### src/rtl/bfn_pred_queue.sv
// bfn_pred_queue
//   In-flight branch prediction queue. Fetch pushes one entry per predicted
//   control-flow instruction. EX resolves the oldest entry by PC. The head
//   entry's prediction metadata feeds the BST, bias and perceptron update
//   logic.
//
// Ports
//   clk, rst              single clock, synchronous active-high reset
//   push_valid/ready      push handshake; ready is simply !full
//   push_*                push payload (pc, predicted pc, prediction,
//                         status, bias, total_weights)
//   resolve_valid/pc      resolve of the oldest in-flight instruction
//   flush                 discards every entry
//   head_*                combinational view of the oldest entry
//   upd_fire              registered pulse: a resolve matched and popped
//                         the head
//   sync_error            registered pulse: a resolve PC disagreed with
//                         the head
//   underflow             sticky: a resolve arrived while the queue was empty
//   count                 current occupancy
module bfn_pred_queue #(
  parameter int DEPTH = 4
) (
  input  logic                     clk,
  input  logic                     rst,
  input  logic                     push_valid,
  output logic                     push_ready,
  input  logic [31:0]              push_pc,
  input  logic [31:0]              push_pc_predict,
  input  logic                     push_prediction,
  input  logic [1:0]               push_status,
  input  logic [1:0]               push_bias,
  input  logic [8:0]               push_total_weights,
  input  logic                     resolve_valid,
  input  logic [31:0]              resolve_pc,
  input  logic                     flush,
  output logic                     head_valid,
  output logic [31:0]              head_pc_predict,
  output logic                     head_prediction,
  output logic [1:0]               head_status,
  output logic [1:0]               head_bias,
  output logic [8:0]               head_total_weights,
  output logic                     upd_fire,
  output logic                     sync_error,
  output logic                     underflow,
  output logic [$clog2(DEPTH):0]   count
);

  localparam int PW = $clog2(DEPTH);
  localparam int CW = PW + 1;

  typedef struct packed {
    logic [31:0] pc;
    logic [31:0] pc_predict;
    logic        prediction;
    logic [1:0]  status;
    logic [1:0]  bias;
    logic [8:0]  total_weights;
  } entry_t;

  entry_t          mem_q [DEPTH];
  logic [PW-1:0]   wr_ptr_q, wr_ptr_d;
  logic [PW-1:0]   rd_ptr_q, rd_ptr_d;
  logic [CW-1:0]   count_q, count_d;
  logic            upd_fire_q, upd_fire_d;
  logic            sync_error_q, sync_error_d;
  logic            underflow_q, underflow_d;

  entry_t          head_e;
  entry_t          push_e;
  logic            full;
  logic            not_empty;
  logic            pop;
  logic            mismatch;
  logic            clear;
  logic            push_acc;

  assign head_e    = mem_q[rd_ptr_q];
  assign full      = (count_q == CW'(DEPTH));
  assign not_empty = (count_q != '0);

  // A matching resolve pops even when flush is also high, so upd_fire still
  // reports it; the pop is then subsumed by the clear.
  assign pop      = resolve_valid && not_empty && (resolve_pc == head_e.pc);
  assign mismatch = resolve_valid && not_empty && (resolve_pc != head_e.pc);
  assign clear    = flush || mismatch;
  // A push in a clearing cycle would land in a queue that is being emptied,
  // so it is discarded along with everything else.
  assign push_acc = push_valid && !full && !clear;

  assign push_e = '{pc:            push_pc,
                    pc_predict:    push_pc_predict,
                    prediction:    push_prediction,
                    status:        push_status,
                    bias:          push_bias,
                    total_weights: push_total_weights};

  always_comb begin
    wr_ptr_d     = wr_ptr_q;
    rd_ptr_d     = rd_ptr_q;
    count_d      = count_q;
    upd_fire_d   = pop;
    sync_error_d = mismatch;
    underflow_d  = underflow_q || (resolve_valid && !not_empty);
    if (clear) begin
      wr_ptr_d = '0;
      rd_ptr_d = '0;
      count_d  = '0;
    end else begin
      // Power-of-two depth: natural PW-bit overflow is the modulo wrap.
      if (push_acc) wr_ptr_d = wr_ptr_q + PW'(1);
      if (pop)      rd_ptr_d = rd_ptr_q + PW'(1);
      count_d = count_q + CW'(push_acc) - CW'(pop);
    end
  end

  always_ff @(posedge clk) begin
    if (rst) begin
      wr_ptr_q     <= '0;
      rd_ptr_q     <= '0;
      count_q      <= '0;
      upd_fire_q   <= 1'b0;
      sync_error_q <= 1'b0;
      underflow_q  <= 1'b0;
    end else begin
      wr_ptr_q     <= wr_ptr_d;
      rd_ptr_q     <= rd_ptr_d;
      count_q      <= count_d;
      upd_fire_q   <= upd_fire_d;
      sync_error_q <= sync_error_d;
      underflow_q  <= underflow_d;
    end
  end

  // Entry storage carries no reset; validity is tracked by count alone.
  always_ff @(posedge clk) begin
    if (!rst && push_acc) mem_q[wr_ptr_q] <= push_e;
  end

  assign push_ready         = !full;
  assign head_valid         = not_empty;
  assign head_pc_predict    = head_e.pc_predict;
  assign head_prediction    = head_e.prediction;
  assign head_status        = head_e.status;
  assign head_bias          = head_e.bias;
  assign head_total_weights = head_e.total_weights;
  assign upd_fire           = upd_fire_q;
  assign sync_error         = sync_error_q;
  assign underflow          = underflow_q;
  assign count              = count_q;

endmodule

### config.mk
export PLATFORM = sky130hd
export DESIGN_NAME = bfn_pred_queue
export DESIGN_NICKNAME = d
export VERILOG_FILES = /design/src/rtl/bfn_pred_queue.sv
export SDC_FILE = /design/constraint.sdc
export NUM_CORES = 1
export LEC_CHECK = 0
export ABC_AREA = 1
export BUFFER_PORTS_ARGS = -buffer_cell sky130_fd_sc_hd__buf_2
export CAP_MARGIN = 0
export CORE_MARGIN = 2
export CORE_UTILIZATION = 57
export DETAILED_ROUTE_END_ITERATION = 8
export GPL_TIMING_DRIVEN = 1
export PLACE_DENSITY_LB_ADDON = 0.08
export SLEW_MARGIN = 0
export SYNTH_ARGS = -nofsm -noshare
export SYNTH_HDL_FRONTEND = slang
export SYNTH_SLANG_ARGS = --single-unit
### constraint.sdc
create_clock -name clk -period 11 [get_ports clk]
set_input_delay 2.2 -clock clk [delete_from_list [all_inputs] [get_ports clk]]
set_output_delay 2.2 -clock clk [all_outputs]
set_load 0.1 [all_outputs]
Word-level counts from Yosys, hierarchy flattened
Memory sizes are Yosys's and may differ from the RTL's. A register that Yosys moved wholly into a read port is not among the register bits.
Index checks and enable logic that the tools add are counted.
Storage, ports and cells
  register bits after elaboration: 10
  latch bits: 0
  memory bits (writable): 312
  ROM bits: 0
  input bits: 115
  output and inout port bits: 54
  word-level logic and storage cells: 33
  memories kept: 1
Operators by class
  add/subtract/negate cells: 4
  multiply operators: 0
  div/mod/pow operators: 0
  order comparisons: 0
  equality and inequality tests: 3
  shifts and indexed selects: 0
  mux-type cells: 4
  bitwise operators: 0
  reductions and logical operators: 15
Memories
  mem_q: depth 4, width 78, rd ports 1, clocked after Yosys merged registers in 1, wr ports 1, RTL line 61  | entry_t mem_q [DEPTH];
Operators by type and width (count)
  == test 32 bit: 1
  != test 32 bit: 1
  logical AND 1 bit: 7
  adder 2 x 1 -> 2 bit (second input constant): 2
  zero test 1 bit: 4
  2-to-1 mux 2 bit: 2
  adder 3 x 1 -> 3 bit: 1
  == test 3 bit (second input constant): 1
  nonzero test 3 bit: 1
  subtractor 3 x 1 -> 3 bit: 1
  logical OR 1 bit: 2
  2-to-1 mux 1 bit: 2
  OR reduction 2 bit: 1

Longest topological paths before layout
Gate-level depths: netlist (run 1).
  word-level depth: 9
  mapped depth: 22
  gate-level depth less buffers: 21

Worst setup path before layout (run 1)
Ideal clock, no wire load.
  path type: in2reg
  start: input port resolve_pc[9]
  end: memory mem_q[2][0] (netlist bit), enable pin
  data arrival time: 8176 ps
  required time: 10390 ps
  setup slack: 2214 ps
  stages: 12
  path buffers: 0
  cell sequence: inv_1 -> nand3_1 -> nand2_1 -> inv_1 -> nand2_1 -> nor2_1 -> nand2_1 -> nor2_1 -> nand2_1 -> nand2_2 -> nand3_1 -> nor3_1
Between the ends
  word-level cells in the longest chain between the ends: 8
RTL lines
  from (decl): RTL line 35  | input logic [31:0] resolve_pc,
  != test 32 bit: RTL line 85  | assign mismatch = resolve_valid && not_empty && (resolve_pc != head_e.pc);
  logical AND 1 bit: RTL line 85
  logical OR 1 bit: RTL line 86  | assign clear = flush || mismatch;
  zero test 1 bit: RTL line 89  | assign push_acc = push_valid && !full && !clear;
  logical AND 1 bit: RTL line 89
  logical AND 1 bit: RTL line 137  | if (!rst && push_acc) mem_q[wr_ptr_q] <= push_e;
  2-to-1 mux 1 bit: RTL line 137
  2-to-1 mux 1 bit (implied by the code): RTL line 137
  to (decl): RTL line 61
No other way between the ends.

==> run summary, run 1 <==
combinational share of power -> 4.4%
final wirelength -> 26.59 mm
register area -> 9614 um2
clk sinks -> 324
min-delay worst type -> flip-flop to flip-flop
Flop pwr share -> 51.8%
fmax -> 0.1756 GHz
final hold violation count -> 0
Via density -> 5.459
Post-Syn Instances -> 1041
Critical Path Sink Type -> output port
Crit path required time -> 8800 ps
Synth area leaders -> edfxtp_1, nand2_1, nand3_1
Leak -> 5.754 nW
total grt overflow -> 0
H-Tree Depth -> 2
Netlist cell types -> 25
power per standard cell area -> 175.4 nW/um2
maximum vdd drop -> 149.4 uV
register bit total from synthesis -> 324
status -> finished clean
min cycle time layout -> 5696 ps
RR Endpoint -> mem_q[0][26]
R2R setup slack -> 5440 ps
Final Cycle Share -> 51.78%
drc violations -> 0
Switch Pwr -> 526.2 uW
internal power -> 2.118 mW
I/O Buffers -> 168
setup bufs post-CTS -> 0
Num CTS Buffers -> 34
worst-path maximum fanout -> 84
fill cell count -> 1560
maxcap violations -> 0
Critical Path Source Type -> flip-flop
most frequent cells in the layout -> edfxtp_1, nand2_1, buf_2
CTS root buf -> clkbuf_16
Iter 0 DRT Violations -> 670
Slew HR -> 31.59%
Die ar. -> 23790 um2
GRT Util Overall -> 22.44%
initial antenna violation count -> 5
final worst slack -> 5304 ps
Worst Reg-to-Reg Cells -> 17
register area share after synthesis -> 74.68%
Synth area leader -> edfxtp_1
Worst Path Arrival -> 3500 ps
core area -> 21960 um2
Setup crit end -> head_bias[0]
CTS tree -> done
CTS hold repair buffers -> 0
RSZ-0062 raised after global routing -> no
Layout Nets -> 1325
clock power share -> 43.8%
Initial Util -> 58.60%
setup_tns -> 0 ps
Multi-input gate area -> 2855 um2
Place WS -> 5319 ps
wire length of the first global-routing pass -> 41.09 mm
Mapped Nets -> 1163
Routability Congestion -> 0.7398
post-synth top area share -> 72.81%
Ports -> 169
die width -> 154.2 um
P&R area growth vs syn -> 17.11%
CTS max path bufs -> 3
clock latency on the worst-skew pair -> 510 ps
synthesized cell area -> 12870 um2
Worst Clk Skew -> 20.85 ps
slew at the pin closest to its max-slew limit -> 1026 ps
via count -> 8254
chip height -> 154.2 um
std cell rows -> 54
final setup vio count -> 0
yosys warns -> 0
WL/cell -> 17.59 um
CTS resizes -> 0
fin. max-slew vios -> 0
Clk pin slew, worst setup/hold paths -> 60 ps
synthesized area per cell -> 12.36 um2
Pre-antenna DRT Iters -> 5
dpl hpwl -> 14.87 mm
vias in the first global route -> 7930
commonest non-fill, non-tap cell in the layout -> edfxtp_1
Switching Fraction -> 19.90%
layout cells sized above 1 -> 19.15%
Antenna Violating Nets Remaining -> 0
largest net degree at the start of global routing -> 93
crit path kind -> flip-flop to output port
## critical path, stage by stage, from the launching register on
cell	delay (ps)
dfxtp_4	570
inv_4	730
buf_4	700
o21ai_0	170
o22ai_1	290
buf_2	490
## metal layers
layer  track usage [%]  share of wire, %  vias up
met5                 0             0.060        -
met4             9.034               2.9        2
met3             4.567               6.7       54
li1                  -                 -     4009
met1             29.10                41     3949
met2             37.60                49      240
## flip-flops by register name (all words and copies together) (netlist names), named ones only
register	flops
wr_ptr_q	2
sync_error	1
rd_ptr_q	2
upd_fire	1
mem_q	312
underflow	1
count	3
## power by group through the flow
stage,combinational (mW),clock [mW],sequential [mW]
after floorplan,0.0635,0,1.40
after global placement,0.114,0,1.40
after detailed placement,0.117,0,1.40
after CTS,0.117,1.18,1.37
after global routing,0.126,1.22,1.37
final,0.116,1.16,1.37
## kinds of logic after synthesis
| family | after synthesis | synth area share, % |
|---|---|---|
| fa+ha+maj | 7 | 0.7390 |
| buf+inv | 100 | 3.316 |
| simple gates | 465 | 15.03 |
| compound gates | 141 | 5.961 |
| flops | 324 | 74.68 |
| xor+xnor | 4 | 0.2723 |
## per-stage QoR
stage          std cells  hold slack [ps]  util (%)  power, mW  cell area, um2
2_1_floorplan       1041            491.2         -      1.465           12870
6_report            1512            450.3     68.63      2.644           15070
3_3_place_gp        1447            435.9     63.38      1.510           13920
5_1_grt             1508            490.8     68.58      2.721           15060
4_1_cts             1507            451.7     68.57      2.665           15060
3_5_place_dp        1447            441.8     63.38      1.513           13920
## how the worst min path moves through the flow
stage	startpoint	to	slack, ps	cells past startpoint
after global routing	underflow	underflow	490	2
after detailed placement	underflow	underflow	440	2
after floorplan	wr_ptr_q[0]	wr_ptr_q[0]	490	2
after global placement	underflow	underflow	440	2
after CTS	underflow	underflow	450	2
final	underflow	underflow	450	2
## layout make-up
cell class,instances,share of cell area [%]
inverters,48,1.212
clock buffers,39,5.912
diodes,5,0.08303
clock inverters,21,1.644
repair buffers,178,6.078
well taps,280,2.325
multi-input cells,617,18.95
flip-flops and latches,324,63.80
## synthesized netlist by cell type, drive strengths merged
cell    number
buf         22
nand3b      11
xnor2        2
inv         48
o22ai       46
edfxtp     312
nand3       94
clkbuf      30
nand4        3
o21ai       93
xor2         2
fa           1
dfxtp       12
a21oi        2
nand2      241
nor3         4
nor2       112
ha           6
No activity file was read; power rests on OpenSTA's default activity.
==> run 2, diff against run 1 <==
--- a/config.mk
+++ b/config.mk
@@ -9,7 +9,7 @@
 export BUFFER_PORTS_ARGS = -buffer_cell sky130_fd_sc_hd__buf_2
 export CAP_MARGIN = 0
 export CORE_MARGIN = 2
-export CORE_UTILIZATION = 57
+export CORE_UTILIZATION = 52
 export DETAILED_ROUTE_END_ITERATION = 8
 export GPL_TIMING_DRIVEN = 1
 export PLACE_DENSITY_LB_ADDON = 0.08
==> constraint.sdc (replaced) <==
create_clock -name clk -period 4.7 [get_ports clk]
set_input_delay 0.94 -clock clk [delete_from_list [all_inputs] [get_ports clk]]
set_output_delay 0.94 -clock clk [all_outputs]
set_load 0.1 [all_outputs]
==> run 2 against run 1 <==
Net effect:
- total power increased by 130%
- final area increased by 0.38%
- clock power increased by 120%
- routed wire length increased by 0.44%
- largest power group unchanged
==> run summary, run 2 (same netlist as run 1, synthesis figures left out) <==
Crit path required time -> 3760 ps
P&R area growth vs syn -> 17.56%
setup bufs post-CTS -> 0
worst-path maximum fanout -> 96
dpl hpwl -> 14.75 mm
final hold violation count -> 0
Top reg by flops -> mem_q
Antenna Violating Nets Remaining -> 0
std cell rows -> 57
hold_sp -> underflow
clock power share -> 41.9%
clk sinks -> 324
Iter 0 DRT Violations -> 447
chip height -> 161.3 um
maximum vdd drop -> 301.2 uV
H-Tree Depth -> 2
Ports -> 169
status -> finished clean
clock latency on the worst-skew pair -> 510 ps
Flop pwr share -> 53.5%
internal power -> 4.770 mW
Switch Pwr -> 1.223 mW
final worst slack -> 463.4 ps
wire length of the first global-routing pass -> 41.54 mm
Multi-input gate area -> 2872 um2
commonest non-fill, non-tap cell in the layout -> edfxtp_1
Switching Fraction -> 20.41%
CTS tree -> done
Routability Congestion -> 0.7240
GRT Util Overall -> 20.74%
most frequent cells in the layout -> edfxtp_1, nand2_1, buf_2
CTS resizes -> 0
fill cell count -> 1924
die width -> 161.3 um
DP Area -> 14060 um2
Slew HR -> 31.31%
Critical Path Sink Type -> output port
WL/cell -> 17.15 um
combinational share of power -> 4.5%
drc violations -> 0
CP max-delay cell -> buf_4
power per standard cell area -> 396.2 nW/um2
min-delay worst type -> flip-flop to flip-flop
Num CTS Buffers -> 35
min cycle time layout -> 4237 ps
Critical Path Source Type -> flip-flop
most used cell, CP -> buf_4
fmax -> 0.2360 GHz
Leak -> 5.745 nW
initial antenna violation count -> 6
via count -> 8109
Pre-antenna DRT Iters -> 6
Clk pin slew, worst setup/hold paths -> 60 ps
Initial Util -> 52.91%
CTS root buf -> clkbuf_16
Place WS -> 754.1 ps
total grt overflow -> 0
Final Power -> 5.993 mW
RSZ-0062 raised after global routing -> no
final setup vio count -> 0
vias in the first global route -> 7856
slew at the pin closest to its max-slew limit -> 1030 ps
slowest stage delay, CP -> 780 ps
core area -> 24320 um2
Die ar. -> 26020 um2
layout cells sized above 1 -> 19.19%
crit path kind -> flip-flop to output port
register area -> 9614 um2
Worst Clk Skew -> 19.48 ps
CTS hold repair buffers -> 0
Layout Nets -> 1329
Via density -> 5.208
Worst Path Arrival -> 3300 ps
CTS max path bufs -> 3
fin. max-slew vios -> 0
CP Cell Sequence -> buf_4 -> buf_4 -> o21ai_0 -> o22ai_1 -> buf_2
post-layout util -> 62.20%
Final Cycle Share -> 90.14%
final wirelength -> 26.71 mm
maxcap violations -> 0
I/O Buffers -> 168
Finished Cell Area -> 15130 um2
largest net degree at the start of global routing -> 97
setup_tns -> 0 ps
Largest register FFs -> 312
[run 2: changes by cell type in the layout (fill, tap and decap cells not counted), moves of 2 or more]
cell | before | now
buf_12 | 0 | 4
bufinv_16 | 6 | 1
clkbuf_1 | 4 | 13
clkbuf_8 | 0 | 2
clkinv_1 | 9 | 4
clkinv_2 | 5 | 2
diode_2 | 5 | 3
nand3_1 | 94 | 92
nand3_2 | 0 | 2
[run 2: area by class of cell]
type | count | area share [%]
diodes | 3 | 0.04963
clock buffers | 51 | 6.460
clock inverters | 9 | 0.5294
inverters | 48 | 1.208
multi-input cells | 617 | 18.98
flip-flops and latches | 324 | 63.56
well taps | 324 | 2.680
repair buffers | 181 | 6.534
[run 2: metal layers]
metal | up-vias | GRT usage (%) | wire (um)
met1 | 3820 | 26.39 | 11440
met3 | 61 | 5.033 | 1545
li1 | 4025 | - | -
met2 | 197 | 35.00 | 12990
met5 | - | 0 | 34
met4 | 6 | 7.305 | 698
[run 2: final timing paths]
| path | endpoint | slack [ps] | cells after the start |
|---|---|---|---|
| max | head_bias[1] | 460 | 5 |
| max reg2reg | mem_q[3][64] | 730 | 14 |
| min reg2reg | underflow | 450 | 2 |
| min | underflow | 450 | 2 |
[run 2: critical path, delay by kind of cell, from the launching register on]
kind	cells	cell delay [ps]
AO/OA/AOI/OAI	2	480
flip-flops	1	350
buffers and inverters	3	1920
[run 2: through the flow]
step                instances  hold WS [ps]
finish                   1557         445.5
global route             1555         461.3
CTS                      1554         447.1
detailed placement       1494         438.5
global placement         1494         437.3
floorplan                1041         491.2
[run 2: power groups by stage]
| stage | Clock [mW] | Combinational (mW) | Sequential (mW) |
|---|---|---|---|
| after floorplan | 0 | 0.151 | 3.28 |
| after global placement | 0 | 0.270 | 3.27 |
| after detailed placement | 0 | 0.273 | 3.27 |
| after CTS | 2.57 | 0.274 | 3.21 |
| after global routing | 2.68 | 0.295 | 3.21 |
| final | 2.51 | 0.272 | 3.21 |
==> run 3, diff against run 2 <==
--- a/config.mk
+++ b/config.mk
@@ -5,11 +5,10 @@
 export SDC_FILE = /design/constraint.sdc
 export NUM_CORES = 1
 export LEC_CHECK = 0
-export ABC_AREA = 1
 export BUFFER_PORTS_ARGS = -buffer_cell sky130_fd_sc_hd__buf_2
 export CAP_MARGIN = 0
 export CORE_MARGIN = 2
-export CORE_UTILIZATION = 52
+export CORE_UTILIZATION = 51
 export DETAILED_ROUTE_END_ITERATION = 8
 export GPL_TIMING_DRIVEN = 1
 export PLACE_DENSITY_LB_ADDON = 0.08
==> run 3 against run 2 <==
Net effect:
- routed wire length is 17% lower
- utilization is 0.36 points higher
- sequential power hardly changed
- hold slack better by 20 ps
- combinational power decreased by 3%
- final area is 2.9% lower
==> run summary, run 3 <==
Crit path required time -> 5070 ps
CTS root buf -> clkbuf_16
synthesized cell area -> 12190 um2
initial antenna violation count -> 6
internal power -> 4.839 mW
most instantiated library cell after synthesis -> edfxtp_1
setup bufs post-CTS -> 0
Ports -> 169
drc violations -> 0
CP max-delay cell -> dfxtp_4
EDFF count, synth -> 312
I/O Buffers -> 168
dpl hpwl -> 13.67 mm
power per standard cell area -> 412.6 nW/um2
maximum vdd drop -> 295.0 uV
register bit total from synthesis -> 324
final hold violation count -> 0
Synth area leaders -> edfxtp_1, mux4_2, xnor2_1
total grt overflow -> 0
Slew HR -> 55.70%
Switch Pwr -> 1.221 mW
Flop pwr share -> 52.9%
CTS resizes -> 0
Top reg by flops -> mem_q
DR top layer -> met5
min cycle time layout -> 4047 ps
clock power share -> 42.8%
P&R area growth vs syn -> 20.43%
Num CTS Buffers -> 35
die width -> 158.6 um
metal2 WL -> 11.22 mm
register area share after synthesis -> 78.81%
Post-Syn Instances -> 513
Critical Path Source Type -> flip-flop
Top FF cell, synth -> edfxtp_1
GRT Util Overall -> 18.27%
Switching Fraction -> 20.14%
fmax -> 0.2471 GHz
RSZ-0062 raised after global routing -> no
maxcap violations -> 0
clock latency on the worst-skew pair -> 510 ps
wire length of the first global-routing pass -> 33.73 mm
vias in the first global route -> 6065
WL/cell -> 20.74 um
Synth area leader -> edfxtp_1
fin. max-slew vios -> 0
CP Cell Sequence -> mux4_2 -> xnor2_1 -> nand4_1 -> nor4_2 -> a21oi_1 -> or3_1 -> ha_1 -> inv_1 -> ha_1 -> inv_1 -> fa_1 -> xor2_1 -> xnor2_1 -> nor3_1
Netlist cell types -> 28
slew at the pin closest to its max-slew limit -> 664.5 ps
Via density -> 5.363
CTS tree -> done
std cell rows -> 56
Final Cycle Share -> 86.11%
combinational share of power -> 4.4%
Routability Congestion -> 0.7260
Pre-antenna DRT Iters -> 4
via count -> 5728
yosys warns -> 0
share of flip-flops with an asynchronous set or reset -> 0%
clk sinks -> 324
crit path kind -> flip-flop to flip-flop
most frequent cells in the layout -> edfxtp_1, buf_2, mux4_2
worst path bufs/invs -> 2
CTS hold repair buffers -> 0
CTS max path bufs -> 3
status -> finished clean
Mapped Nets -> 635
Antenna Violating Nets Remaining -> 0
Die ar. -> 25160 um2
chip height -> 158.6 um
Worst Path Arrival -> 4420 ps
synthesized area per cell -> 23.77 um2
final setup vio count -> 0
Top Family by Delay on Critical Path -> simple AND/OR/NAND/NOR gates
Leak -> 4.847 nW
Iter 0 DRT Violations -> 277
min-delay worst type -> flip-flop to flip-flop
worst-path maximum fanout -> 30
commonest non-fill, non-tap cell in the layout -> edfxtp_1
fill cell count -> 1670
largest net degree at the start of global routing -> 57
met3 WL -> 1.482 mm
layout cells sized above 1 -> 43.61%
met1 wire length -> 9.047 mm
post-layout util -> 62.56%
H-Tree Depth -> 2
post-synth top area share -> 76.84%
Initial Util -> 51.95%
Clk pin slew, worst setup/hold paths -> 60 ps
slowest stage delay, CP -> 720 ps
final wirelength -> 22.15 mm
list of most frequent post-synthesis cells -> edfxtp_1, mux4_2, xnor2_1
Final Power -> 6.059 mW
Critical Path Sink Type -> flip-flop
Worst Clk Skew -> 20.59 ps
Largest register FFs -> 312
core area -> 23470 um2
Layout Nets -> 839
run 3: through the flow:
stage                     setup slack, ps  cells  area, um2  hold WS [ps]  setup TNS (ps)
after floorplan                    -302.4    513      12260         454.5          -94340
after global placement              601.7    999      13560         451.9               0
after detailed placement            579.7    999      13560         456.5               0
after CTS                           559.4   1062      14670         471.3               0
after global routing                329.3   1064      14670         517.9               0
final                               653.1   1068      14680         465.3               0
run 3: path summary, 6_finish.rpt:
path | endpoint | slack [ps] | depth (start not counted) | startpoint
worst max-delay path | count[2] | 650 | 14 | flip-flop
worst min-delay path | underflow | 470 | 2 | underflow
worst max register to register | count[2] | 650 | 14 | flip-flop
worst min register to register | underflow | 470 | 2 | underflow
run 3: area by class of cell:
type / count / area [um2] / share of cell area, %
flip-flops and latches: 324 / 9619 / 65.51
multi-input cells: 164 / 2494 / 16.98
repair buffers: 187 / 1033 / 7.038
clock buffers: 39 / 912.1 / 6.212
well taps: 319 / 399.1 / 2.718
clock inverters: 24 / 192.7 / 1.312
inverters: 5 / 18.77 / 0.1278
diodes: 6 / 15.01 / 0.1022
run 3: tightest hold or removal path: stages (launching register included):
cell and delay, ps:
dfxtp_1 320, a21oi_1 40, nor2_1 70
run 3: power by group through the flow:
stage          sequential [mW]  combinational (mW)  clock, mW
2_1_floorplan             3.28               0.151          0
3_3_place_gp              3.26               0.258          0
3_5_place_dp              3.26               0.266          0
4_1_cts                   3.20               0.267       2.65
5_1_grt                   3.20               0.283       2.76
6_report                  3.20               0.265       2.59
run 3: routing by layer:
metal / GRT usage (%) / vias up
li1: - / 2578
met4: 6.049 / 2
met2: 30.45 / 151
met3: 5.335 / 31
met1: 23.30 / 2966
met5: 0 / -
run 3: cells by family after synthesis:
kind of cell	after synthesis	synth area share, %
muxes	79	14.49
xor gates and xnor gates	35	2.514
and+or+nand+nor	37	2.052
adders and majority gates	7	0.7799
buffers and inverters	25	1.047
AOI/OAI and AO/OA	6	0.3078
DFF	324	78.81
